`src/rtl/imm_pkg.sv`:
```
// Shared decode definitions for the immediate generator:
// opcode constants, format encoding and the raw immediate decode.
package imm_pkg;

    localparam logic [6:0] OP_IMM    = 7'b0010011;
    localparam logic [6:0] OP_LOAD   = 7'b0000011;
    localparam logic [6:0] OP_JALR   = 7'b1100111;
    localparam logic [6:0] OP_SYSTEM = 7'b1110011;
    localparam logic [6:0] OP_FENCE  = 7'b0001111;
    localparam logic [6:0] OP_STORE  = 7'b0100011;
    localparam logic [6:0] OP_BRANCH = 7'b1100011;
    localparam logic [6:0] OP_LUI    = 7'b0110111;
    localparam logic [6:0] OP_AUIPC  = 7'b0010111;
    localparam logic [6:0] OP_JAL    = 7'b1101111;
    localparam logic [6:0] OP_REG    = 7'b0110011;

    typedef enum logic [2:0] {
        FMT_NONE = 3'd0,
        FMT_I    = 3'd1,
        FMT_S    = 3'd2,
        FMT_B    = 3'd3,
        FMT_U    = 3'd4,
        FMT_J    = 3'd5
    } fmt_e;

    typedef struct packed {
        logic [31:0] imm;
        fmt_e        fmt;
        logic        illegal;
    } dec_t;

    // imm is already sign-extended to 32 bits; wider XLEN is
    // handled by the caller.
    function automatic dec_t decode(input logic [31:0] instr);
        dec_t d;
        d.imm     = '0;
        d.fmt     = FMT_NONE;
        d.illegal = 1'b0;
        unique case (instr[6:0])
            OP_IMM, OP_LOAD, OP_JALR, OP_SYSTEM, OP_FENCE: begin
                d.fmt = FMT_I;
                d.imm = {{20{instr[31]}}, instr[31:20]};
            end
            OP_STORE: begin
                d.fmt = FMT_S;
                d.imm = {{20{instr[31]}}, instr[31:25], instr[11:7]};
            end
            OP_BRANCH: begin
                d.fmt = FMT_B;
                d.imm = {{19{instr[31]}}, instr[31], instr[7],
                         instr[30:25], instr[11:8], 1'b0};
            end
            OP_LUI, OP_AUIPC: begin
                d.fmt = FMT_U;
                d.imm = {instr[31:12], 12'b0};
            end
            OP_JAL: begin
                d.fmt = FMT_J;
                d.imm = {{11{instr[31]}}, instr[31], instr[19:12],
                         instr[20], instr[30:21], 1'b0};
            end
            OP_REG: begin
                d.fmt = FMT_NONE;
            end
            default: begin
                d.illegal = 1'b1;
            end
        endcase
        return d;
    endfunction

endpackage

```
`src/rtl/imm_fifo.sv`:
```
// Generic synchronous FIFO; caller qualifies push/pop with its own
// handshake. Ports: push/in_data, pop/out_data (head), count, flush.
module imm_fifo #(
    parameter int WIDTH = 8,
    parameter int DEPTH = 2
) (
    input  logic                       clk,
    input  logic                       rst_n,
    input  logic                       flush,
    input  logic                       push,
    input  logic [WIDTH-1:0]           in_data,
    input  logic                       pop,
    output logic [WIDTH-1:0]           out_data,
    output logic [$clog2(DEPTH+1)-1:0] count
);

    localparam int AW = $clog2(DEPTH);

    logic [WIDTH-1:0] mem [DEPTH];
    logic [AW-1:0]    wr_ptr;
    logic [AW-1:0]    rd_ptr;

    assign out_data = mem[rd_ptr];

    always_ff @(posedge clk or negedge rst_n) begin
        if (!rst_n) begin
            wr_ptr <= '0;
            rd_ptr <= '0;
            count  <= '0;
            for (int i = 0; i < DEPTH; i++) begin
                mem[i] <= '0;
            end
        end else if (flush) begin
            wr_ptr <= '0;
            rd_ptr <= '0;
            count  <= '0;
        end else begin
            if (push) begin
                mem[wr_ptr] <= in_data;
                wr_ptr      <= wr_ptr + 1'b1;
            end
            if (pop) begin
                rd_ptr <= rd_ptr + 1'b1;
            end
            if (push && !pop) begin
                count <= count + 1'b1;
            end else if (!push && pop) begin
                count <= count - 1'b1;
            end
        end
    end

endmodule

```
`src/rtl/imm_gen_pipe.sv`:
```
// Decode-stage immediate generator with PC-relative target, output
// FIFO and saturating illegal counter. Ports: in_* / out_* handshakes,
// flush, cnt_clr, illegal_cnt.
module imm_gen_pipe
    import imm_pkg::*;
#(
    parameter int XLEN  = 32,
    parameter int DEPTH = 2,
    parameter int CNT_W = 16
) (
    input  logic             clk,
    input  logic             rst_n,
    input  logic             in_valid,
    output logic             in_ready,
    input  logic [31:0]      in_instr,
    input  logic [XLEN-1:0]  in_pc,
    output logic             out_valid,
    input  logic             out_ready,
    output logic [XLEN-1:0]  out_imm,
    output logic [XLEN-1:0]  out_target,
    output logic [2:0]       out_fmt,
    output logic             out_illegal,
    input  logic             flush,
    input  logic             cnt_clr,
    output logic [CNT_W-1:0] illegal_cnt
);

    localparam int EW = 2 * XLEN + 4;
    localparam int CW = $clog2(DEPTH + 1);

    dec_t            dec;
    logic [XLEN-1:0] imm_x;
    logic [XLEN-1:0] target;
    logic            has_tgt;
    logic            push;
    logic            pop;
    logic [CW-1:0]   fill;
    logic [EW-1:0]   head;

    assign dec   = decode(in_instr);
    assign imm_x = XLEN'($signed(dec.imm));

    // JALR is I-format but has no precomputed target.
    assign has_tgt = (dec.fmt == FMT_B) || (dec.fmt == FMT_J) ||
                     (in_instr[6:0] == OP_AUIPC);
    assign target  = has_tgt ? in_pc + imm_x : '0;

    // Ready comes from registered occupancy only.
    assign in_ready  = (fill != CW'(DEPTH));
    assign out_valid = (fill != '0);
    assign push      = in_valid && in_ready && !flush;
    assign pop       = out_valid && out_ready;

    imm_fifo #(
        .WIDTH (EW),
        .DEPTH (DEPTH)
    ) u_fifo (
        .clk      (clk),
        .rst_n    (rst_n),
        .flush    (flush),
        .push     (push),
        .in_data  ({imm_x, target, dec.fmt, dec.illegal}),
        .pop      (pop),
        .out_data (head),
        .count    (fill)
    );

    assign {out_imm, out_target, out_fmt, out_illegal} = head;

    always_ff @(posedge clk or negedge rst_n) begin
        if (!rst_n) begin
            illegal_cnt <= '0;
        end else if (cnt_clr) begin
            illegal_cnt <= '0;
        end else if (push && dec.illegal &&
                     (illegal_cnt != {CNT_W{1'b1}})) begin
            illegal_cnt <= illegal_cnt + 1'b1;
        end
    end

endmodule

```
`config.mk`:
```
export PLATFORM = sky130hd
export DESIGN_NAME = imm_gen_pipe
export DESIGN_NICKNAME = d
export VERILOG_FILES = /design/src/rtl/imm_pkg.sv /design/src/rtl/imm_fifo.sv /design/src/rtl/imm_gen_pipe.sv
export SDC_FILE = /design/constraint.sdc
export NUM_CORES = 1
export LEC_CHECK = 0
export CELL_PAD_IN_SITES_DETAIL_PLACEMENT = 1
export CELL_PAD_IN_SITES_GLOBAL_PLACEMENT = 2
export CORE_UTILIZATION = 30
export CTS_CLUSTER_SIZE = 14
export DETAILED_ROUTE_END_ITERATION = 12
export HOLD_SLACK_MARGIN = 0.06
export PLACE_DENSITY_LB_ADDON = 0.1
export SKIP_LAST_GASP = 1
export SLEW_MARGIN = 10
export SYNTH_ARGS = -nofsm -noshare
export SYNTH_HDL_FRONTEND = slang
export SYNTH_SLANG_ARGS = --single-unit
export TNS_END_PERCENT = 10
```
`constraint.sdc`:
```
create_clock -name clk -period 1.8 [get_ports clk]
set_input_delay 0.36 -clock clk [delete_from_list [all_inputs] [get_ports clk]]
set_output_delay 0.36 -clock clk [all_outputs]
set_load 0.1 [all_outputs]
```
### Word level (Yosys, flattened, before mapping)

Cells that the tools add are included.

| operators by class | value |
|---|---|
| add/subtract/negate cells | 6 |
| magnitude comparators | 3 |
| eq/ne operators | 15 |
| muxes and demuxes | 19 |
| bitwise operators | 3 |
| reduce and logical (&&, ||, !) cells | 22 |

Operators with widths:

| cell | number |
|---|---|
| $mux 68 | 4 |
| $pmux 32 s5 | 1 |
| $bwmux 136 | 1 |
| $demux 68 s1 | 1 |
| $add 32x32->32 | 1 |
| $mux 16 | 2 |
| $mux 32 | 1 |
| $eq 7x7->1 const B | 4 |
| $eq 7x6->1 const B | 3 |
| $add 16x1->16 const B | 1 |
| $ne 16x16->1 const B | 1 |
| $pmux 3 s5 | 1 |
| $eq 7x5->1 const B | 2 |
| $reduce_or 11->1 | 1 |
| $logic_and 1x1->1 | 8 |
| $reduce_bool 2->1 | 4 |
| $eq 7x2->1 const B | 1 |
| $eq 7x4->1 const B | 1 |
| $mux 2 | 3 |
| $mux 1 | 5 |
| $reduce_or 5->1 | 1 |
| $ge 2x2->1 const B | 2 |
| $not 1->2 | 2 |
| $eq 3x2->1 const B | 1 |
| 12 further kinds | 16 |

| word-level totals | value |
|---|---|
| bits in registers | 156 |
| bits of input ports | 70 |
| word-level logic and storage cells | 74 |

### Longest topological paths before layout

| depth | value |
|---|---|
| depth in word-level cells | 8 |
| depth in mapped cells | 20 |
| mapped depth without buffers | 17 |

### Modules after synthesis

A second synthesis with hierarchy kept.

| unflattened totals | value |
|---|---|
| cell total of the unflattened synthesis | 892 |
| area total of the unflattened synthesis | 9713.1 um^2 |

By module, submodules not included:

| module | instances | cells an instance | area an instance (um^2) | seq. area each (um^2) |
|---|---|---|---|---|
| imm_fifo | 1 | 381 | 6052.1 | 3503.4 |
| imm_gen_pipe | 1 | 511 | 3661.0 | 400.4 |

### Worst setup path before layout

No wires, ideal clock.

| path | value |
|---|---|
| path type | input to register |
| start | input port in_instr[3] |
| end | register u_fifo.mem[100] (netlist name) |
| arrival | 3.474 ns |
| required time | 1.679 ns |
| slack | -1.795 ns |
| stages | 20 |
| buffers on the path | 3 |
| path through | clkbuf_1 nor2_1 a21oi_1 nor2_1 o21ai_0 a21oi_1 and2_1 buf_4 a21oi_1 inv_1 ha_1 clkbuf_1 a21oi_1 o21bai_1 a21o_1 a21o_1 a311oi_1 o31ai_1 xor2_1 a22o_2 |

RTL lines:

| item | RTL line | text |
|---|---|---|
| start: declaration | imm_gen_pipe.sv:15 | `input logic [31:0] in_instr,` |
| end signal: indexed assignment | imm_fifo.sv:39 | `mem[wr_ptr] <= in_data;` |
| end: declaration | imm_fifo.sv:19 | `logic [WIDTH-1:0] mem [DEPTH];` |

==> metrics.md <==
| Metric | Value |
|---|---|
| Synth Net Count | `around 1,100` |
| Critical path fanouts, max | `5` |
| Sequential Power Share | `37.5%` |
| Top_reg_cell synth | `dfrtp_1` |
| Hold/Removal Path Class | `primary input to asynchronous set/reset pin` |
| Antenna-violating nets left | `0` |
| Clock Pin Slew Worst Setup and Hold Paths | `approximately 0.070 ns` |
| First-pass GRT wire length | `50.9 mm` |
| Clock Latency Late Sink | `between 0.4 and 0.5 ns` |
| Placed Cells | `1,676` |
| Async SR Flop Fraction | `between 90% and 100%` |
| H-tree levels | `4` |
| Clk sinks | `between 150 and 200` |
| N_diodes | `0` |
| Max-cap violation count | `0` |
| Area delta synth->final | `70.3%` |
| Slew headroom | `31.8%` |
| Post-route DRC | `0` |
| Crit path capture type | `register` |
| Max-slew violations | `0` |
| 1st-pass router iterations | `5` |
| Peak supply drop | `about 0.65 mV` |
| Die Y | `around 170 microns` |
| Highest clock rate | `roughly 330 MHz` |
| P per Cell Area | `between 600 and 700 nW/um^2` |
| Fillers | `3,168` |
| Final nets | `around 1,400` |
| Initial antenna violation count | `0` |
| Initial drt markers | `280` |
| Core area | `about 29,000 sq um` |
| Finished Layout Cells | `1,737` |
| Tmin final | `about 3.1 ns` |
| # setup viols final | `176` |
| Final Cell Area | `about 15,000 sq um` |
| Failing checks | `setup timing` |
| Register Area | `between 3000 and 4000 sq um` |
| Routed len/inst | `approximately 19 microns` |
| Post-synth cell types | `59` |
| Final wirelength | `32.1 mm` |
| Cells after synthesis | `between 900 and 1,000` |
| Sw power | `3.25 mW` |
| Power share of the combinational group | `~25%` |
| Kind of critical path | `primary input to register` |
| Starting Density | `a little under a third` |
| Slew of the pin with the lowest slew margin | `between 1 and 1.5 ns` |
| Max clock buf depth | `2` |
| Syn Area/Cell | `between 9 and 10 sq um` |
| IO Port Bufs | `around 160` |
| Floorplan row count | `62` |
| Post-synth top area share | `around 44%` |
| Placed cell area | `13,500 sq um` |
| Clock tree from TritonCTS | `yes` |
| Post-Syn Area | `about 9000 sq um` |
| Remaining Overflow, GRT | `0` |
| Die ar. | `30,600 sq um` |
| CTS root buf | `clkbuf_16` |
| Die width | `175 microns` |
| Pint | `~6.6 mW` |
| Flops & latches, synth | `around 160` |
| Run status | `finished with violations` |
| Post-DP HPWL | `approximately 24 mm` |
| Top Ports | `156` |
| Final setup skew | `about 0.017 ns` |
| Setup TNS | `-82.48 ns` |
| Pwr Total | `~9.8 mW` |
| Synth top cells by count | `177 x nand2_1, 156 x dfrtp_1, 109 x o21ai_0` |
| Number of global-route vias before repair | `roughly 9,100` |
| Vias | `approximately 8,500` |
| Sw frac | `around a third` |
| Most frequent cell after synthesis | `nand2_1` |
| Area contributors post-synth | `dfrtp_1 44%, mux2_2 9.2%, nand2_1 7.4%, o21ai_0 6.1%, ha_1 4.5%` |
| Ratio of cells with drive above 1 in the final layout | `a little under half` |
| Final core utilization | `52.5%` |
| Multi-input logic area | `~5700 sq um` |
| Final period util | `170%` |
| Final Hold Vio Count | `0` |
| Static leakage | `around 7.0 nW` |
| Cell taking the most area after synthesis | `dfrtp_1` |
| Arrival time at the worst endpoint | `roughly 3.4 ns` |
| Placer congestion estimate | `around 0.89` |
| Warnings, synthesis | `0` |
| CP Data Required Time | `between 2 and 2.5 ns` |
| Sequential-to-total area share from yosys stat | `a little over two fifths` |
| TritonCTS Buffers | `17` |
| Post-synth EDFFs | `0` |
| Final WS setup | `-1.25 ns` |
| Clock share of power | `37.4%` |
| Number of vias per cell | `4.90` |
| CP startpoint kind | `primary input` |
| Largest net degree at the start of global routing | `65` |
| GRT Overall Usage | `between 20% and 30%` |
| RSZ-0062 raised after global routing | `yes` |
cell type report:
cell class	count	area share, %
clock buffers	18	2.87
clock inverters	14	0.942
inverters	40	0.999
multi-input cells	723	37.6
flip-flops and latches	156	25.6
well taps	384	3.15
repair buffers	402	28.9
worst max-delay path, stage by stage:
cell      delay [ns]
buf_8           0.07
buf_6           0.11
nand2b_4        0.12
a21oi_2         0.05
o21ai_2         0.17
a21oi_4         0.08
a22oi_2         0.22
inv_2           0.08
ha_4            0.17
fa_2            0.33
a21o_1          0.22
a221oi_4        0.28
o21a_4          0.18
o21ai_4         0.08
o31ai_4         0.32
o31ai_2         0.10
xor2_1          0.18
a22o_2          0.23
power by group through the flow:
| stage | sequential, mW | clock (mW) | combinational [mW] |
|---|---|---|---|
| after global placement | 3.75 | 0 | 2.22 |
| after floorplan | 3.76 | 0 | 1.15 |
| after global routing | 3.70 | 3.90 | 2.62 |
| final | 3.68 | 3.67 | 2.46 |
| after detailed placement | 3.75 | 0 | 2.23 |
| after CTS | 3.68 | 3.79 | 2.40 |
worst paths after layout:
check | start | endpoint | cells after the start | slack (ns)
worst max-delay path | in_instr[2] | u_fifo.mem[32]$_DFFE_PN0P_ | 18 | -1.25
worst min-delay path | rst_n | u_fifo.mem[40]$_DFFE_PN0P_ | 2 | 0.38
worst max register to register | u_fifo.count[1]$_DFFE_PN0P_ | u_fifo.mem[32]$_DFFE_PN0P_ | 6 | -0.32
worst min register to register | u_fifo.mem[115]$_DFFE_PN0P_ | u_fifo.mem[115]$_DFFE_PN0P_ | 2 | 0.48
max in group asynchronous | rst_n | u_fifo.mem[101]$_DFFE_PN0P_ | 3 | 0.77
min in group clk | u_fifo.mem[115]$_DFFE_PN0P_ | u_fifo.mem[115]$_DFFE_PN0P_ | 2 | 0.48
state kept, by name, summed over array words and instances, names as in the netlist:
register,count
illegal_cnt,16
u_fifo.count,2
u_fifo.mem,136
u_fifo.rd_ptr,1
u_fifo.wr_ptr,1
cells in the final DEF (no fill, tap or decap), types with 10 or more instances in the layout:
cell,n
o21ai_1,16
mux2_2,73
inv_1,29
dfrtp_1,155
a21oi_1,21
nand2_1,160
buf_12,91
clkbuf_16,17
ha_4,24
a21o_1,16
buf_6,24
a21oi_4,15
nor2_1,40
buf_4,219
nand4_1,13
xor2_1,26
o31ai_1,20
xnor2_1,10
a21oi_2,27
o21ai_0,86
nand2_2,14
inv_2,10
a22o_1,20
clkdlybuf4s50_1,61
metal layers:
metal | wire length (microns) | global-route usage, %
met5 | 0 | 0
met3 | 815 | 2.92
met2 | 16100 | 37.1
met1 | 14500 | 28.0
met4 | 715 | 6.59
through the flow:
step	setup slack (ns)	hold slack (ns)
3_5_place_dp	-2.32	0.259
3_3_place_gp	-2.20	0.256
5_1_grt	-1.38	0.387
4_1_cts	-1.28	0.368
6_report	-1.25	0.382
2_1_floorplan	-1.49	0.0644
cell families after synthesis:
group | share of synthesized area, %
buffers and inverters | 4.10
AND/OR/NAND/NOR | 13.9
multiplexers | 9.27
AO/OA/AOI/OAI | 19.8
adder cells (fa/ha/maj) | 4.69
XOR/XNOR | 4.69
flip-flops | 43.5
what timing repair did:
action,4_1_cts,5_1_grt
hold buffers,1,0
endpoints found under the hold margin,23,0
gates cloned,1,1
setup buffers,17,12
pin swaps,62,52
endpoints found under the setup margin,206,212
gates resized for setup,173,67
(Power assumes the default switching activity.)
